**src/rtl/phy_link_supervisor.sv**
```systemverilog
// Supervisory sequencer for the transceiver reset controller: holds PHY reset, waits for
// ready and block lock, then watches every channel and re-resets on sustained loss.
module phy_link_supervisor #(
  parameter int NUM_CH        = 4,
  parameter int RST_CYCLES    = 1024,
  parameter int READY_TIMEOUT = 1000000,
  parameter int LOCK_TIMEOUT  = 1000000,
  parameter int LOSS_FILTER   = 64,
  parameter int TMR_W         = 24
) (
  input  logic              clock,
  input  logic              reset,
  input  logic [NUM_CH-1:0] tx_ready,
  input  logic [NUM_CH-1:0] rx_ready,
  input  logic [NUM_CH-1:0] rx_block_lock,
  input  logic [NUM_CH-1:0] rx_hi_ber,
  output logic              phy_reset,
  output logic [NUM_CH-1:0] link_up,
  output logic              all_link_up,
  output logic [1:0]        sup_state,
  output logic [7:0]        retry_cnt
);

  // state      | meaning
  // RESET_HOLD | phy_reset held high for RST_CYCLES
  // WAIT_READY | waiting for every tx_ready/rx_ready
  // WAIT_LOCK  | waiting for block lock without hi-BER
  // LINK_UP    | link qualified, per-channel loss filtering
  typedef enum logic [1:0] {
    RESET_HOLD = 2'd0,
    WAIT_READY = 2'd1,
    WAIT_LOCK  = 2'd2,
    LINK_UP    = 2'd3
  } state_t;

  localparam int LW = $clog2(LOSS_FILTER + 1);

  state_t            state;
  state_t            state_nxt;
  logic              retry;
  logic [TMR_W-1:0]  timer;
  logic [LW-1:0]     loss_cnt [NUM_CH];
  logic [NUM_CH-1:0] bad;
  logic [NUM_CH-1:0] loss_hit;

  assign bad       = ~rx_block_lock | rx_hi_ber | ~rx_ready | ~tx_ready;
  assign sup_state = state;

  always_comb begin
    loss_hit = '0;
    for (int i = 0; i < NUM_CH; i++) begin
      loss_hit[i] = (loss_cnt[i] == LW'(LOSS_FILTER));
    end
  end

  always_comb begin
    state_nxt = state;
    retry     = 1'b0;
    case (state)
      RESET_HOLD: begin
        if (timer == TMR_W'(RST_CYCLES - 1)) state_nxt = WAIT_READY;
      end
      WAIT_READY: begin
        if (&tx_ready && &rx_ready) state_nxt = WAIT_LOCK;
        else if (timer == TMR_W'(READY_TIMEOUT - 1)) retry = 1'b1;
      end
      WAIT_LOCK: begin
        if (&rx_block_lock && !(|rx_hi_ber) && &rx_ready) state_nxt = LINK_UP;
        else if (!(&rx_ready) || (timer == TMR_W'(LOCK_TIMEOUT - 1))) retry = 1'b1;
      end
      LINK_UP: begin
        // several channels tripping together still count as a single retry
        if (|loss_hit) retry = 1'b1;
      end
      default: state_nxt = RESET_HOLD;
    endcase
    if (retry) state_nxt = RESET_HOLD;
  end

  always_ff @(posedge clock) begin
    if (reset) begin
      state       <= RESET_HOLD;
      timer       <= '0;
      phy_reset   <= 1'b1;
      link_up     <= '0;
      all_link_up <= 1'b0;
      retry_cnt   <= '0;
      for (int i = 0; i < NUM_CH; i++) loss_cnt[i] <= '0;
    end else begin
      state       <= state_nxt;
      timer       <= (state_nxt != state) ? '0 : timer + TMR_W'(1);
      phy_reset   <= (state_nxt == RESET_HOLD);
      all_link_up <= (state_nxt == LINK_UP);
      link_up     <= (state_nxt == LINK_UP) ? ~bad : '0;
      if (retry && (retry_cnt != 8'hFF)) retry_cnt <= retry_cnt + 8'd1;
      for (int i = 0; i < NUM_CH; i++) begin
        loss_cnt[i] <= (state == LINK_UP && state_nxt == LINK_UP && bad[i])
                       ? loss_cnt[i] + LW'(1) : '0;
      end
    end
  end

endmodule

```
**config.mk**
```make
export PLATFORM = sky130hd
export DESIGN_NAME = phy_link_supervisor
export DESIGN_NICKNAME = d
export VERILOG_FILES = /design/src/rtl/phy_link_supervisor.sv
export SDC_FILE = /design/constraint.sdc
export NUM_CORES = 1
export LEC_CHECK = 0
export CORE_UTILIZATION = 55
export DETAILED_ROUTE_END_ITERATION = 7
export DONT_BUFFER_PORTS = 1
export GPL_TIMING_DRIVEN = 1
export PLACE_DENSITY = 0.67
export SLEW_MARGIN = 5
export SYNTH_ARGS = -nofsm -noshare
export SYNTH_HDL_FRONTEND = slang
export SYNTH_SLANG_ARGS = --single-unit
```
**constraint.sdc**
```tcl
create_clock -name clock -period 2.96 [get_ports clock]
set_clock_uncertainty 0.1 [all_clocks]
set_input_delay 0.74 -clock clock [delete_from_list [all_inputs] [get_ports clock]]
set_output_delay 0.74 -clock clock [all_outputs]
set_load 0.03 [all_outputs]
```
Yosys cells after proc, flatten, opt, wreduce, memory -nomap -nowiden
Memory sizes are Yosys's and may differ from the RTL's. Cells that the tools add are included.

Add/sub/neg operators: 6. Equal/unequal tests: 12. Multiplexer cells: 22. Bitwise operators: 12. Reductions and logical operators: 21.

Operators by type and width (number): $mux W7 (8); $add A7 B1 Y7 const B (4); $eq A7 B7 Y1 const B (4); $add A24 B1 Y24 const B (1); $eq A24 B10 Y1 const B (1); $eq A24 B20 Y1 const B (1); $not A4 Y4 (4); $or A4 B4 Y4 (3); $reduce_and A4 Y1 (3); $logic_and A1 B1 Y1 (9); $add A8 B1 Y8 const B (1); $mux W1 (8); $mux W2 (4); $ne A8 B8 Y1 const B (1); $reduce_or A4 Y1 (2); $eq A2 B2 Y1 const B (3); $pmux W2 S3 (1); $logic_not A2 Y1 (2); $or A1 B1 Y1 (4); $reduce_or A2 Y1 (2); $pmux W1 S3 (1); $eq A2 B1 Y1 const B (1); $logic_not A1 Y1 (2); $ne A2 B2 Y1 (1); other kinds (2) (2).

Bits in registers: 40. Memory bits (writable): 28. Input bits: 18. Output and inout port bits: 16. Word-level logic and storage cells: 80. Memories kept: 1.

Memory list: loss_cnt (words 4, width 7, read ports 4, clocked after memory_dff 0, wr ports 4, line 42) `logic [LW-1:0] loss_cnt [NUM_CH];`.

Depth between registers and ports, before layout
Depth after elaboration: 12. Gate-level depth with buffers: 9.

Worst setup path before layout
Ideal clock, no wire load.

Path type: input to register. Start: input rx_hi_ber[3]. End: register timer[10]. Arrival: 2313 ps. Required time: 2795 ps. Setup slack: 482 ps. Stages on the path: 7. Cells stage by stage: and4bb_2 > a31oi_1 > mux2_2 > a211o_1 > a211o_1 > buf_2 > nor2_1.

Cells in the longest elaborated chain, start to end: 9.

Ends and longest elaborated chain: start, declared (line 16) `input logic [NUM_CH-1:0] rx_hi_ber,`; $reduce_or A4 Y1 (*) (line 68) `if (&rx_block_lock && !(|rx_hi_ber) && &rx_ready) state_nxt = LINK_UP;`; $logic_not A1 Y1 (*) (line 68); $logic_and A1 B1 Y1 (*) (2 in a row) (line 68); $mux W2 / $mux W1 (equally long branches) (line 68); $pmux W2 S3 / $pmux W1 S3 (equally long branches) (line 59) `case (state)`; $mux W2 (*) (line 77) `if (retry) state_nxt = RESET_HOLD;`; $ne A2 B2 Y1 (*) (line 91) `timer <= (state_nxt != state) ? '0 : timer + TMR_W'(1);`; $reduce_or A2 Y1 (no source line) (*); end signal, assigned (line 91); end, declared (line 41) `logic [TMR_W-1:0] timer;`.

Mark *: on every way between the ends. The rest lies on a longest branch, timed or not. A chain may end at the register's enable or synchronous reset.

Worst setup path in the final report
Start: register timer[0]. End: register retry_cnt[5].

Cells in the longest elaborated chain, start to end: 6.

Ends and longest elaborated chain: $eq A24 B20 Y1 (*) (line 65, 69); $logic_or A1 B1 Y1 (line 69) `else if (!(&rx_ready) || (timer == TMR_W'(LOCK_TIMEOUT - 1))) retry = 1'b1;`; $mux W1 (line 69); $mux W1 (line 68); $pmux W1 S3 (*) (line 59); $logic_and A1 B1 Y1 (*) (line 95) `if (retry && (retry_cnt != 8'hFF)) retry_cnt <= retry_cnt + 8'd1;`; end signal, assigned (line 95); end, declared (line 21) `output logic [7:0] retry_cnt`.

Marks and branches as above.

==> run_results.csv <==
group,metric,value,unit
setup_path,critPathMaxFanout,10,
timing,slew_headroom,58.3,%
power_and_ir_drop,internal_power,1360,uW
finish,final_core_util,63.5,%
timing,rsz0062_at_grt,"false",
global_routing,grt_usage,19.6,%
power_and_ir_drop,ir_worst_vdd,0.000242,V
run,cap_violations,0,
power_and_ir_drop,switching_share,19.6,%
synthesis,synth_compound_gate_area_share,4.84,%
routing,vias,2245,
routing,via_per_inst,5.26,
synthesis,synth_cell_types,44,
status,outcome,"completed",
cts,numCtsBuffers,9,
global_routing,grt_max_degree,25,
cts,htreeDepth,3,
routing,wl_per_cell,12.5,um
finish,nNetsFinal,380,
timing,hold_slack,0.357,ns
cts,cts_setup_buffers,0,
timing,setup_violations,0,
cts,cts_sinks,68,
timing,drv_slew,0,
finish,final_cell_mix,"75 x nor2_1, 68 x dfxtp_1, 24 x nand2_1",
synthesis,synthXorXnorAreaFrac,11.9,%
synthesis,synth-edff-count,0,
power_and_ir_drop,pwr-share-seq,54.3,%
synthesis,post_synth_mux_area_share,2.14,%
synthesis,syn_area,3100,um^2
cts,clock-root-buffer,"clkbuf_8",
timing,post-route-period-util,83.9,%
floorplan,num_rows,26,
placed_design,dp_hpwl,3890,um
global_routing,grt_overflow,0,
floorplan,fp.dieH,77.1,um
floorplan,core,5270,um^2
worst_hold_path,hold_path.class,"flip-flop to flip-flop",
finish,num_antenna_cells,0,
global_routing,grt_pass1_wl,9220,um
floorplan,dieArea,5950,um^2
synthesis,yosys_warnings,0,
placed_design,placed_area,3150,um^2
timing,fmax,0.403,GHz
cts,hold_buffers,0,
finish,mostFrequentLayoutCell,"nor2_1",
routing,drtPass1Iterations,4,
routing,first_iter_violations,88,
synthesis,synthArstFlopShare,0,%
cts,worstSkewPairLatency,0.34,ns
power_and_ir_drop,switching_power,332,uW
power_and_ir_drop,power,1700,uW
timing,hold_viol_final,0,
finish,area_delta_synth_final,7.86,%
global_routing,antenna_found_initial,0,
floorplan,ios,34,
synthesis,synth_top_family_by_area,"simple AND/OR/NAND/NOR gates",
finish,regArea,1360,um^2
power_and_ir_drop,clkPwrFrac,44.4,%
timing,layout_min_cycle_time,2.48,ns
power_and_ir_drop,powerDensity,507,nW/um^2
finish,multiInputGateArea,1620,um^2
synthesis,syn_inst,343,
finish,stdcell_area,3350,um^2
cts,cts_resized,0,
setup_path,end_kind,"flip-flop",
floorplan,die_w,77.1,um
placed_design,globalplace.congestion,0.767,
finish,layout-drive-gt1-share,9.24,%
setup_path,setup.worst_path.class,"flip-flop to flip-flop",
global_routing,grt_pass1_vias,2154,
synthesis,ys_ff_latch,68,
setup_path,startpoint_type,"flip-flop",
synthesis,synth_nets,371,
power_and_ir_drop,pwr-share-comb,1.3,%
synthesis,synth_simple_gate_area_share,29.5,%
finish,fillers,468,
synthesis,synth-main-ff-cell,"dfxtp_1",
timing,tns,0,ns
synthesis,avgSynthCellArea,9.05,um^2
placed_design,numPortBuffers,0,
setup_path,cp.arrival,2.61,ns
synthesis,ys_seq_area_share,43.9,%
power_and_ir_drop,leakage,0.00119,uW
cts,path_clk_slew,0.07,ns
cts,cts_tree,"yes",
timing,worst_pin_slew,0.624,ns
synthesis,synthAdderAreaFrac,4.03,%
floorplan,initial_utilization,58.9,%
cts,cts.path.max_buffers,2,
routing,drt_wl_total,5320,um
routing,drc_errors,0,
setup_path,crit_required,3.08,ns
routing,ant_nets,0,
## power by group through the flow
stage	Combinational, uW	Sequential [uW]	Clock (uW)
6_report	21.3	922	754
5_1_grt	24.6	922	806
4_1_cts	21.8	922	768
3_5_place_dp	21.5	942	0
3_3_place_gp	21.2	942	0
2_1_floorplan	19.8	942	0
## stage by stage
stage	cells	worst slack (ns)
final	427	0.477
after global routing	427	0.320
after CTS	427	0.457
after detailed placement	411	0.356
after global placement	411	0.379
after floorplan	343	0.482
## routing by layer
| layer | wire length, um | global-route usage, % |
|---|---|---|
| met1 | 2710 | 24.6 |
| met2 | 2380 | 30.7 |
| met3 | 125 | 4.29 |
| met4 | 110 | 11.3 |
| met5 | 0 | 0 |
## logic make-up (layout without fill, tap and decap cells)
family	count (synthesis)	after routing
buffers and inverters	19	33
xor gates and xnor gates	42	42
adders and majority gates	10	10
AOI/OAI and AO/OA	18	18
and+or+nand+nor	180	180
DFF	68	68
muxes	6	6
## flip-flops by register name, indices dropped and copies added (netlist names)
signal	count
link_up	4
timer	24
sup_state	2
phy_reset	1
all_link_up	1
retry_cnt	8
loss_cnt	28
## Yosys cell counts (2+ instances only)
master / instances / area share [%]
and4_1: 4 / 1.1
nand3_1: 20 / 3.2
nand4b_1: 5 / 1.4
nor3_1: 7 / 1.1
nor4b_1: 2 / 0.56
xnor2_1: 23 / 6.5
and4bb_2: 4 / 1.6
nand4_1: 6 / 1.2
a21oi_1: 3 / 0.48
or4_1: 2 / 0.48
nand2_1: 24 / 2.9
xor2_1: 19 / 5.4
a211o_1: 2 / 0.56
o21ai_0: 4 / 0.64
mux2_2: 5 / 1.8
nor2b_1: 3 / 0.60
a31oi_1: 2 / 0.40
inv_1: 13 / 1.6
nor4_1: 5 / 1.0
and3_1: 13 / 2.6
nor2_1: 75 / 9.1
nand2b_1: 2 / 0.40
dfxtp_1: 68 / 44
buf_2: 2 / 0.32
or3_2: 2 / 0.48
ha_1: 10 / 4.0
## critical path, cell delays in order (launching register included)
cell,delay [ns]
dfxtp_1,0.37
ha_1,0.24
and4_1,0.28
nand4_1,0.14
o21bai_1,0.37
a21oi_4,0.16
nor4b_1,0.35
mux2_2,0.37
## final cells by class
type / count / share of cell area [%]
Multi-Input combinational cell: 256 / 48.5
Sequential cell: 68 / 40.7
Clock buffer: 15 / 4.97
Tap cell: 70 / 2.62
Inverter: 13 / 1.46
Clock inverter: 1 / 0.897
Timing Repair Buffer: 4 / 0.897
## path summary, 6_finish.rpt
check | start | to | slack [ns] | cells past startpoint
max | timer[0] | retry_cnt[5] | 0.48 | 7
min | loss_cnt[3][0] | loss_cnt[3][0] | 0.36 | 1
max reg2reg | timer[0] | retry_cnt[5] | 0.48 | 7
min reg2reg | loss_cnt[3][0] | loss_cnt[3][0] | 0.36 | 1
Note: power is estimated with default switching activity, not from simulation.
